--- src/rtl/hazard_pkg.sv ---
// Shared widths and forward-select encodings for the hazard unit.
package hazard_pkg;

  localparam int REGW = 5;

  typedef enum logic [1:0] {
    FWD_RF  = 2'b00,
    FWD_WB  = 2'b01,
    FWD_MEM = 2'b10
  } fwd_e;

endpackage

--- src/rtl/hazard_unit_if.sv ---
// Pipeline-side view of the hazard unit: decode fields and stage flags in, stall/flush/forward controls out.
interface hazard_unit_if
  import hazard_pkg::*;
#(
  parameter int RW = REGW
);

  logic [RW-1:0] rsd;
  logic [RW-1:0] rtd;
  logic [RW-1:0] rdd;
  logic          regdste;
  logic          branchd;
  logic          pcsrcd;
  logic          regwritee;
  logic          memtorege;
  logic          regwritem;
  logic          memtoregm;
  logic          regwritew;

  logic          stallf;
  logic          stalld;
  logic          flushe;
  logic          flushd;
  logic          forwardad;
  logic          forwardbd;
  logic [1:0]    forwardae;
  logic [1:0]    forwardbe;
  logic [RW-1:0] writerege;
  logic [RW-1:0] writeregm;
  logic [RW-1:0] writeregw;

  modport master (
    output rsd, rtd, rdd, regdste, branchd, pcsrcd,
           regwritee, memtorege, regwritem, memtoregm, regwritew,
    input  stallf, stalld, flushe, flushd, forwardad, forwardbd,
           forwardae, forwardbe, writerege, writeregm, writeregw
  );

  modport slave (
    input  rsd, rtd, rdd, regdste, branchd, pcsrcd,
           regwritee, memtorege, regwritem, memtoregm, regwritew,
    output stallf, stalld, flushe, flushd, forwardad, forwardbd,
           forwardae, forwardbe, writerege, writeregm, writeregw
  );

endinterface

--- src/rtl/hazard_regtrack.sv ---
// Flushable E/M/W pipeline of register numbers, plus the E-stage destination mux.
module hazard_regtrack
  import hazard_pkg::*;
#(
  parameter int RW = REGW
) (
  input  logic          clk,
  input  logic          reset,
  input  logic          flushe,
  input  logic [RW-1:0] rsd,
  input  logic [RW-1:0] rtd,
  input  logic [RW-1:0] rdd,
  input  logic          regdste,
  output logic [RW-1:0] rse,
  output logic [RW-1:0] rte,
  output logic [RW-1:0] rde,
  output logic [RW-1:0] writerege,
  output logic [RW-1:0] writeregm,
  output logic [RW-1:0] writeregw
);

  always_comb begin
    writerege = regdste ? rde : rte;
  end

  // Stall needs no separate hold here: flushe is always raised alongside it.
  always_ff @(posedge clk) begin
    if (reset) begin
      rse       <= '0;
      rte       <= '0;
      rde       <= '0;
      writeregm <= '0;
      writeregw <= '0;
    end else begin
      if (flushe) begin
        rse <= '0;
        rte <= '0;
        rde <= '0;
      end else begin
        rse <= rsd;
        rte <= rtd;
        rde <= rdd;
      end
      writeregm <= writerege;
      writeregw <= writeregm;
    end
  end

endmodule

--- src/rtl/hazard_unit.sv ---
// Hazard detection and forwarding for the five-stage MIPS pipeline.
module hazard_unit
  import hazard_pkg::*;
#(
  parameter int RW = REGW
) (
  input  logic          clk,
  input  logic          reset,
  hazard_unit_if.slave  hz
);

  logic [RW-1:0] rse;
  logic [RW-1:0] rte;
  logic [RW-1:0] rde;
  logic [RW-1:0] writerege;
  logic [RW-1:0] writeregm;
  logic [RW-1:0] writeregw;
  logic          lwstall;
  logic          branchstall;
  logic          stall;

  hazard_regtrack #(.RW(RW)) u_track (
    .clk       (clk),
    .reset     (reset),
    .flushe    (stall),
    .rsd       (hz.rsd),
    .rtd       (hz.rtd),
    .rdd       (hz.rdd),
    .regdste   (hz.regdste),
    .rse       (rse),
    .rte       (rte),
    .rde       (rde),
    .writerege (writerege),
    .writeregm (writeregm),
    .writeregw (writeregw)
  );

  // Register 0 is hardwired, so it is never a forwarding source; M wins over W.
  function automatic fwd_e ex_fwd(input logic [RW-1:0] rs, input logic [RW-1:0] wm,
                                  input logic rwm, input logic [RW-1:0] ww, input logic rww);
    fwd_e sel;
    sel = FWD_RF;
    if (rs != '0 && rs == wm && rwm)
      sel = FWD_MEM;
    else if (rs != '0 && rs == ww && rww)
      sel = FWD_WB;
    return sel;
  endfunction

  always_comb begin
    hz.forwardae = ex_fwd(rse, writeregm, hz.regwritem, writeregw, hz.regwritew);
    hz.forwardbe = ex_fwd(rte, writeregm, hz.regwritem, writeregw, hz.regwritew);
    hz.forwardad = (hz.rsd != '0) && (hz.rsd == writeregm) && hz.regwritem;
    hz.forwardbd = (hz.rtd != '0) && (hz.rtd == writeregm) && hz.regwritem;
  end

  // Stall compares deliberately include $0; a spurious bubble there is harmless.
  always_comb begin
    lwstall     = hz.memtorege && ((rte == hz.rsd) || (rte == hz.rtd));
    branchstall = hz.branchd &&
                  ((hz.regwritee && ((writerege == hz.rsd) || (writerege == hz.rtd))) ||
                   (hz.memtoregm && ((writeregm == hz.rsd) || (writeregm == hz.rtd))));
    stall       = lwstall || branchstall;
    hz.stallf    = stall;
    hz.stalld    = stall;
    hz.flushe    = stall;
    hz.flushd    = hz.pcsrcd && !stall;
    hz.writerege = writerege;
    hz.writeregm = writeregm;
    hz.writeregw = writeregw;
  end

endmodule

--- src/flat_wrapper.sv ---
// flat-port wrapper written by rule: the top's interface ports become plain ports
module hazard_unit_flat import hazard_pkg::*;
#(
  parameter int RW = REGW
)
  (clk, reset, hz_rsd, hz_rtd, hz_rdd, hz_regdste, hz_branchd, hz_pcsrcd, hz_regwritee, hz_memtorege, hz_regwritem, hz_memtoregm, hz_regwritew, hz_stallf, hz_stalld, hz_flushe, hz_flushd, hz_forwardad, hz_forwardbd, hz_forwardae, hz_forwardbe, hz_writerege, hz_writeregm, hz_writeregw);
  hazard_unit_if #(.RW(RW)) hz_i ();
  input  logic clk;
  input  logic reset;
  input wire logic [$bits(hz_i.rsd)-1:0] hz_rsd;
  input wire logic [$bits(hz_i.rtd)-1:0] hz_rtd;
  input wire logic [$bits(hz_i.rdd)-1:0] hz_rdd;
  input wire logic [$bits(hz_i.regdste)-1:0] hz_regdste;
  input wire logic [$bits(hz_i.branchd)-1:0] hz_branchd;
  input wire logic [$bits(hz_i.pcsrcd)-1:0] hz_pcsrcd;
  input wire logic [$bits(hz_i.regwritee)-1:0] hz_regwritee;
  input wire logic [$bits(hz_i.memtorege)-1:0] hz_memtorege;
  input wire logic [$bits(hz_i.regwritem)-1:0] hz_regwritem;
  input wire logic [$bits(hz_i.memtoregm)-1:0] hz_memtoregm;
  input wire logic [$bits(hz_i.regwritew)-1:0] hz_regwritew;
  output wire logic [$bits(hz_i.stallf)-1:0] hz_stallf;
  output wire logic [$bits(hz_i.stalld)-1:0] hz_stalld;
  output wire logic [$bits(hz_i.flushe)-1:0] hz_flushe;
  output wire logic [$bits(hz_i.flushd)-1:0] hz_flushd;
  output wire logic [$bits(hz_i.forwardad)-1:0] hz_forwardad;
  output wire logic [$bits(hz_i.forwardbd)-1:0] hz_forwardbd;
  output wire logic [$bits(hz_i.forwardae)-1:0] hz_forwardae;
  output wire logic [$bits(hz_i.forwardbe)-1:0] hz_forwardbe;
  output wire logic [$bits(hz_i.writerege)-1:0] hz_writerege;
  output wire logic [$bits(hz_i.writeregm)-1:0] hz_writeregm;
  output wire logic [$bits(hz_i.writeregw)-1:0] hz_writeregw;
  assign hz_i.rsd = hz_rsd;
  assign hz_i.rtd = hz_rtd;
  assign hz_i.rdd = hz_rdd;
  assign hz_i.regdste = hz_regdste;
  assign hz_i.branchd = hz_branchd;
  assign hz_i.pcsrcd = hz_pcsrcd;
  assign hz_i.regwritee = hz_regwritee;
  assign hz_i.memtorege = hz_memtorege;
  assign hz_i.regwritem = hz_regwritem;
  assign hz_i.memtoregm = hz_memtoregm;
  assign hz_i.regwritew = hz_regwritew;
  assign hz_stallf = hz_i.stallf;
  assign hz_stalld = hz_i.stalld;
  assign hz_flushe = hz_i.flushe;
  assign hz_flushd = hz_i.flushd;
  assign hz_forwardad = hz_i.forwardad;
  assign hz_forwardbd = hz_i.forwardbd;
  assign hz_forwardae = hz_i.forwardae;
  assign hz_forwardbe = hz_i.forwardbe;
  assign hz_writerege = hz_i.writerege;
  assign hz_writeregm = hz_i.writeregm;
  assign hz_writeregw = hz_i.writeregw;
  hazard_unit #(.RW(RW)) u_core (.clk(clk), .reset(reset), .hz(hz_i));
endmodule
--- config.mk ---
export PLATFORM = sky130hd
export DESIGN_NAME = hazard_unit_flat
export DESIGN_NICKNAME = d
export VERILOG_FILES = /design/src/rtl/hazard_pkg.sv /design/src/rtl/hazard_unit_if.sv /design/src/rtl/hazard_regtrack.sv /design/src/rtl/hazard_unit.sv /design/src/flat_wrapper.sv
export SDC_FILE = /design/constraint.sdc
export NUM_CORES = 1
export LEC_CHECK = 0
export ABC_AREA = 1
export BUFFER_PORTS_ARGS = -buffer_cell sky130_fd_sc_hd__buf_2
export CAP_MARGIN = 20
export CORE_AREA = 2 2 59 72
export DETAILED_ROUTE_END_ITERATION = 10
export DIE_AREA = 0 0 61 74
export GPL_TIMING_DRIVEN = 0
export PLACE_DENSITY_LB_ADDON = 0.08
export SYNTH_ARGS = -nofsm -noshare
export SYNTH_HDL_FRONTEND = slang
export SYNTH_SLANG_ARGS = --single-unit
--- constraint.sdc ---
create_clock -name clk -period 1.5 [get_ports clk]
set_input_delay 0.3 -clock clk [delete_from_list [all_inputs] [get_ports clk]]
set_output_delay 0.3 -clock clk [all_outputs]
set_load 0.02 [all_outputs]
==> flow_metrics.env, run 1 <==
export IMPL_status="finished, violations left"
export IMPL_violations="setup timing"
export IMPL_cts_made_buffers=3
export IMPL_netlist_instances=238
export IMPL_clkPwrFrac=0.217
export IMPL_synth_fp_nets=263
export IMPL_io_pins=50
export IMPL_p_leak_nw=1.292
export IMPL_powerDensity_mw_per_mm2=731.1
export IMPL_fin_crit_sh=1.377
export IMPL_grtUsageMet2=0.3967
export IMPL_maxCapViolations=0
export IMPL_timing_rr_end="u_core.u_track.rse[3]$_SDFF_PP0_"
export IMPL_cp_top_family="simple AND/OR/NAND/NOR gates"
export IMPL_vdd_drop_max_mv=0.3853
export IMPL_p_switching_mw=0.6801
export IMPL_track_usage=0.2176
export IMPL_final_common_cell="nand2_1"
export IMPL_arrival_ns=1.77
export IMPL_wl_per_cell_um=13.98
export IMPL_slew_violations=0
export IMPL_worstSetupEndpointType="output pin"
export IMPL_antenna_found_initial=0
export IMPL_vias=1804
export IMPL_htree_levels=1
export IMPL_diodes=0
export IMPL_clk_pin_slew_ns=0.09
export IMPL_rsz0062_at_grt="true"
export IMPL_die_h_um=74
export IMPL_fin_nets=340
export IMPL_r2r_start="u_core.u_track.rte[4]$_SDFF_PP0_"
export IMPL_vias_per_cell=4.902
export IMPL_core_mm2=0.003847
export IMPL_grt_busiest_layer="met2"
export IMPL_die_w_um=61
export IMPL_syn_area_per_cell_um2=6.871
export IMPL_grt_ovfl_total=0
export IMPL_synth_main_ff_cell="dfxtp_1"
export IMPL_hold_violations=0
export IMPL_r2r_setup_slack_ns=-0.23
export IMPL_routed_wl_mm=5.145
export IMPL_dpl_hpwl_mm=3.396
export IMPL_cts_hold_buf=0
export IMPL_route_detailed_drc=0
export IMPL_setup_violations=25
export IMPL_r2r_cells=16
export IMPL_grt_pass1_wl_mm=7.203
export IMPL_power_frac_seq=0.393
export IMPL_ys_seq_elements=25
export IMPL_maxSlewHeadroom=0.6147
export IMPL_period_minus_slack_ns=2.065
export IMPL_drive_gt1_frac=0.4936
export IMPL_tritoncts="built"
export IMPL_synth_edf_count=0
export IMPL_antenna_left=0
export IMPL_areaGrowthSynthToFinish_pct=60.44
export IMPL_place_congestion=0.8598
export IMPL_first_pass_iters=4
export IMPL_cp_required_ns=1.20
export IMPL_worst_setup_path_start_kind="register"
export IMPL_min_path_type="in2reg"
export IMPL_slowest_stage="dfxtp_4"
export IMPL_use_met1=0.2620
export IMPL_internal_power_mw=1.238
export IMPL_holdPathStages=3
export IMPL_hold_end="u_core.u_track.rde[1]$_SDFF_PP0_"
export IMPL_path_depth=9
export IMPL_worst_path_buf_inv=3
export IMPL_layout_common_cells="nand2_1 (40), buf_2 (36), inv_1 (28), buf_6 (22), nor2_1 (21)"
export IMPL_comb_power_share=0.390
export IMPL_cp_common_cell="nand2_1"
export IMPL_crit_chain="buf_4, o22ai_1, nor3_1, nand2_1, nand2_1, nand2_1, nand2_4, buf_6, buf_6"
export IMPL_fin_util=0.6820
export IMPL_grt_max_degree=15
export IMPL_finalClockSkew_ns=0.006565
export IMPL_grt_pass1_vias=1556
export IMPL_clkSinkCount=25
export IMPL_syn_area_mm2=0.001635
export IMPL_cpPeakStageDelay_ns=0.39
export IMPL_fmax_ghz=0.4842
export IMPL_io_buffers=48
export IMPL_use_met3=0.02435
export IMPL_dieArea_mm2=0.004514
export IMPL_row_count=25
export IMPL_worst_slew_pin_slew_ns=0.5780
export IMPL_ys_types=28
export IMPL_netSwitchingFraction=0.3546
export IMPL_worstSkewPairLatency_ns=0.28
export IMPL_hold_start="hz_rdd[1]"
export IMPL_fillers=357
export IMPL_synth_warnings=0
export IMPL_synth_async_reset_ratio=0
export IMPL_holdWs_ns=0.2221
export IMPL_yosysSeqAreaShare=0.3060
export IMPL_setup_slack_ns=-0.5654
export IMPL_cts_max_path_buffers=2
export IMPL_critical_path_class="reg2out"
export IMPL_path_max_fanout=4
export IMPL_start_util=0.4250
export IMPL_setup_tns_ns=-7.944
export IMPL_cts_root_buffer="clkbuf_8"
export IMPL_first_iter_violations=72
-- worst min-delay path, stage by stage --
cell	delay, ns
buf_2	0.10
inv_1	0.04
nor2_1	0.03
-- cell usage after synthesis, types with 5 or more instances --
master	n	share of area
a21oi_1	8	0.024
nand3_1	18	0.055
dfxtp_1	25	0.31
nor3_1	7	0.021
xnor2_1	13	0.070
nor2_2	5	0.019
nand2_2	7	0.027
nand2_1	46	0.11
inv_1	35	0.080
xor2_1	13	0.070
nor2_1	27	0.062
-- power groups by stage --
stage               registers (mW)  logic (mW)  clock network [mW]
finish                       0.755       0.748               0.415
global route                 0.760       0.803               0.451
CTS                          0.746       0.674               0.425
detailed placement           0.756       0.556                   0
global placement             0.756       0.553                   0
floorplan                    0.766       0.388                   0
-- final cells by class --
cell class	instances	area, um2	area share
Sequential cell	25	536.8	0.2046
Timing Repair Buffer	76	588.1	0.2241
Inverter	37	158.9	0.06056
Multi-Input combinational cell	165	1147	0.4373
Clock inverter	1	5.005	0.001907
Clock buffer	3	41.29	0.01574
Tap cell	54	67.56	0.02575
Buffer	7	78.83	0.03004
-- timing repair --
item | in CTS | in global routing
setup endpoints to repair | 26 | 28
buffers inserted | 24 | 11
pin swaps | 18 | 24
endpoints found under the hold margin | 0 | 0
cloned | 1 | 0
gates resized for setup | 46 | 50
-- flip-flops by register name, summed over array words and instances (netlist names) --
signal / flops
u_core.u_track.rde: 5
u_core.u_track.rse: 5
u_core.u_track.rte: 5
u_core.u_track.writeregm: 5
u_core.u_track.writeregw: 5
-- layer usage --
| layer | up-vias | routed length (um) |
|---|---|---|
| li1 | 905 | - |
| met1 | 809 | 1998 |
| met2 | 73 | 2710 |
| met3 | 17 | 261 |
| met4 | 0 | 175 |
| met5 | - | 0 |
-- worst max path at each step --
stage                                            from              end  slack, ns
2_1_floorplan  u_core.u_track.writeregm[0]$_SDFF_PP0_        hz_stalld      -0.19
3_3_place_gp                                hz_rtd[1]        hz_stalld      -0.46
3_5_place_dp                                hz_rtd[1]        hz_stallf      -0.46
4_1_cts              u_core.u_track.rte[2]$_SDFF_PP0_  hz_forwardbe[0]      -0.55
5_1_grt              u_core.u_track.rte[4]$_SDFF_PP0_        hz_stallf      -0.64
6_report             u_core.u_track.rte[3]$_SDFF_PP0_        hz_stalld      -0.57
-- metrics by stage --
step	total power [mW]	cell area (um2)	cells	worst slack, ns
3_5_place_dp	1.312	2068	340	-0.4575
2_1_floorplan	1.154	1760	238	-0.1852
5_1_grt	2.014	2624	368	-0.6416
6_report	1.918	2624	368	-0.5654
3_3_place_gp	1.309	2068	340	-0.4579
4_1_cts	1.845	2431	365	-0.5533
-- cells by family after synthesis --
logic type             Yosys count  share of synthesized area
AND/OR/NAND/NOR                118                     0.3336
buffers and inverters           48                     0.1362
XOR/XNOR                        26                     0.1393
flip-flops                      25                     0.3060
AO/OA/AOI/OAI                   21                    0.08493
Power figures use the tool's default switching activity.
==> inputs of run 2 (changes only) <==
- clock period: 1.5 -> 1.7 ns (I/O delays scaled with it)
==> run 2 against run 1 <==
The flow still finishes with violations (setup timing). First-iteration DRC count down 4.2%. Critical path depth is 1 higher. Combinational power decreased by 12%.
==> flow_metrics.env, run 2 (synthesis gave the netlist of run 1 again) <==
export IMPL_first_pass_iters=4
export IMPL_cp_required_ns=1.36
export IMPL_arrival_ns=1.78
export IMPL_grt_pass1_wl_mm=7.383
export IMPL_worst_slew_pin_slew_ns=0.5503
export IMPL_dpl_hpwl_mm=3.492
export IMPL_drive_gt1_frac=0.4984
export IMPL_antenna_left=0
export IMPL_core_mm2=0.003847
export IMPL_first_iter_violations=69
export IMPL_dieArea_mm2=0.004514
export IMPL_cts_made_buffers=3
export IMPL_place_congestion=0.8706
export IMPL_final_common_cell="buf_2"
export IMPL_period_minus_slack_ns=2.123
export IMPL_worstSkewPairLatency_ns=0.28
export IMPL_grt_ovfl_total=0
export IMPL_vias_per_cell=4.903
export IMPL_maxSlewHeadroom=0.6331
export IMPL_violations="setup timing"
export IMPL_cts_root_buffer="clkbuf_8"
export IMPL_areaGrowthSynthToFinish_pct=58.99
export IMPL_cts_max_path_buffers=2
export IMPL_vias=1819
export IMPL_wl_per_cell_um=13.50
export IMPL_setup_slack_ns=-0.4234
export IMPL_maxCapViolations=0
export IMPL_fmax_ghz=0.4709
export IMPL_fillers=347
export IMPL_fin_util=0.6758
export IMPL_grt_pass1_vias=1613
export IMPL_dp_slack_ns=-0.3027
export IMPL_status="finished, violations left"
export IMPL_fin_crit_sh=1.249
export IMPL_route_detailed_drc=0
export IMPL_antenna_found_initial=0
export IMPL_rsz0062_at_grt="true"
export IMPL_clk_pin_slew_ns=0.09
export IMPL_io_pins=50
export IMPL_path_max_fanout=5
export IMPL_worst_setup_path_start_kind="register"
export IMPL_min_path_type="in2reg"
export IMPL_diodes=0
export IMPL_clkSinkCount=25
export IMPL_htree_levels=1
export IMPL_setup_violations=25
export IMPL_p_leak_nw=1.297
export IMPL_io_buffers=48
export IMPL_die_h_um=74
export IMPL_tritoncts="built"
export IMPL_die_w_um=61
export IMPL_row_count=25
export IMPL_finalClockSkew_ns=0.005332
export IMPL_hold_violations=0
export IMPL_vdd_drop_max_mv=0.4039
export IMPL_critical_path_class="reg2out"
export IMPL_grt_max_degree=16
export IMPL_slew_violations=0
export IMPL_layout_common_cells="buf_2 (38), nand2_1 (37), inv_1 (30), buf_4 (26), nor2_1 (22)"
export IMPL_routed_wl_mm=5.007
export IMPL_powerDensity_mw_per_mm2=648.9
export IMPL_track_usage=0.2225
export IMPL_fin_nets=343
export IMPL_worstSetupEndpointType="output pin"
export IMPL_start_util=0.4250
run 2: repair_timing:
action | in CTS | in global routing
setup endpoints to repair | 20 | 25
hold buffers | 0 | 0
pin swaps | 25 | 26
setup buffers | 18 | 10
resized for setup | 41 | 33
gates cloned | 1 | 0
run 2: layout make-up:
cell class	instances	area, um2	share of cell area
multi-input cells	165	1141	0.4389
repair buffers	77	556.8	0.2141
flip-flops and latches	25	525.5	0.2021
inverters	37	153.9	0.05919
plain buffers	9	106.4	0.04090
well taps	54	67.56	0.02599
clock buffers	3	41.29	0.01588
clock inverters	1	7.507	0.002887
run 2: worst paths after layout:
check	cells past startpoint	start	slack (ns)	end
setup / recovery	10	u_core.u_track.rte[2]$_SDFF_PP0_	-0.42	hz_stalld
hold / removal	3	hz_rdd[2]	0.26	u_core.u_track.rde[2]$_SDFF_PP0_
setup reg to reg	17	u_core.u_track.rte[0]$_SDFF_PP0_	-0.14	u_core.u_track.rte[0]$_SDFF_PP0_
hold reg to reg	2	u_core.u_track.rde[1]$_SDFF_PP0_	0.53	u_core.u_track.writeregm[1]$_SDFF_PP0_
run 2: metrics by stage:
step	hold slack [ns]	power, mW	setup TNS (ns)	cells	area, um2
3_3_place_gp	0.5234	1.156	-1.969	340	2081
4_1_cts	0.2616	1.616	-3.411	362	2404
6_report	0.2608	1.687	-4.632	371	2600
2_1_floorplan	0.4522	1.021	-0.1624	238	1773
3_5_place_dp	0.5190	1.158	-2.162	340	2081
5_1_grt	0.2598	1.776	-7.962	371	2600
run 2: metal layers:
metal | wire [um] | track usage | vias to the layer above
met1 | 2086 | 0.2664 | 838
li1 | - | - | 911
met2 | 2585 | 0.3847 | 49
met5 | 0 | 0 | -
met4 | 189 | 0.1111 | 0
met3 | 146 | 0.02783 | 21
run 2: power breakdown:
group	switching [mW]	internal, mW
sequential	0.0383	0.622
combinational	0.351	0.306
clock	0.204	0.167
run 2: critical path: stages, from the launching register on:
cell	delay [ns]
dfxtp_2	0.33
buf_6	0.12
buf_6	0.11
xor2_1	0.15
a221oi_1	0.23
nand2_1	0.09
nand2_1	0.09
nand2_2	0.08
nand2_4	0.11
buf_6	0.10
buf_6	0.10
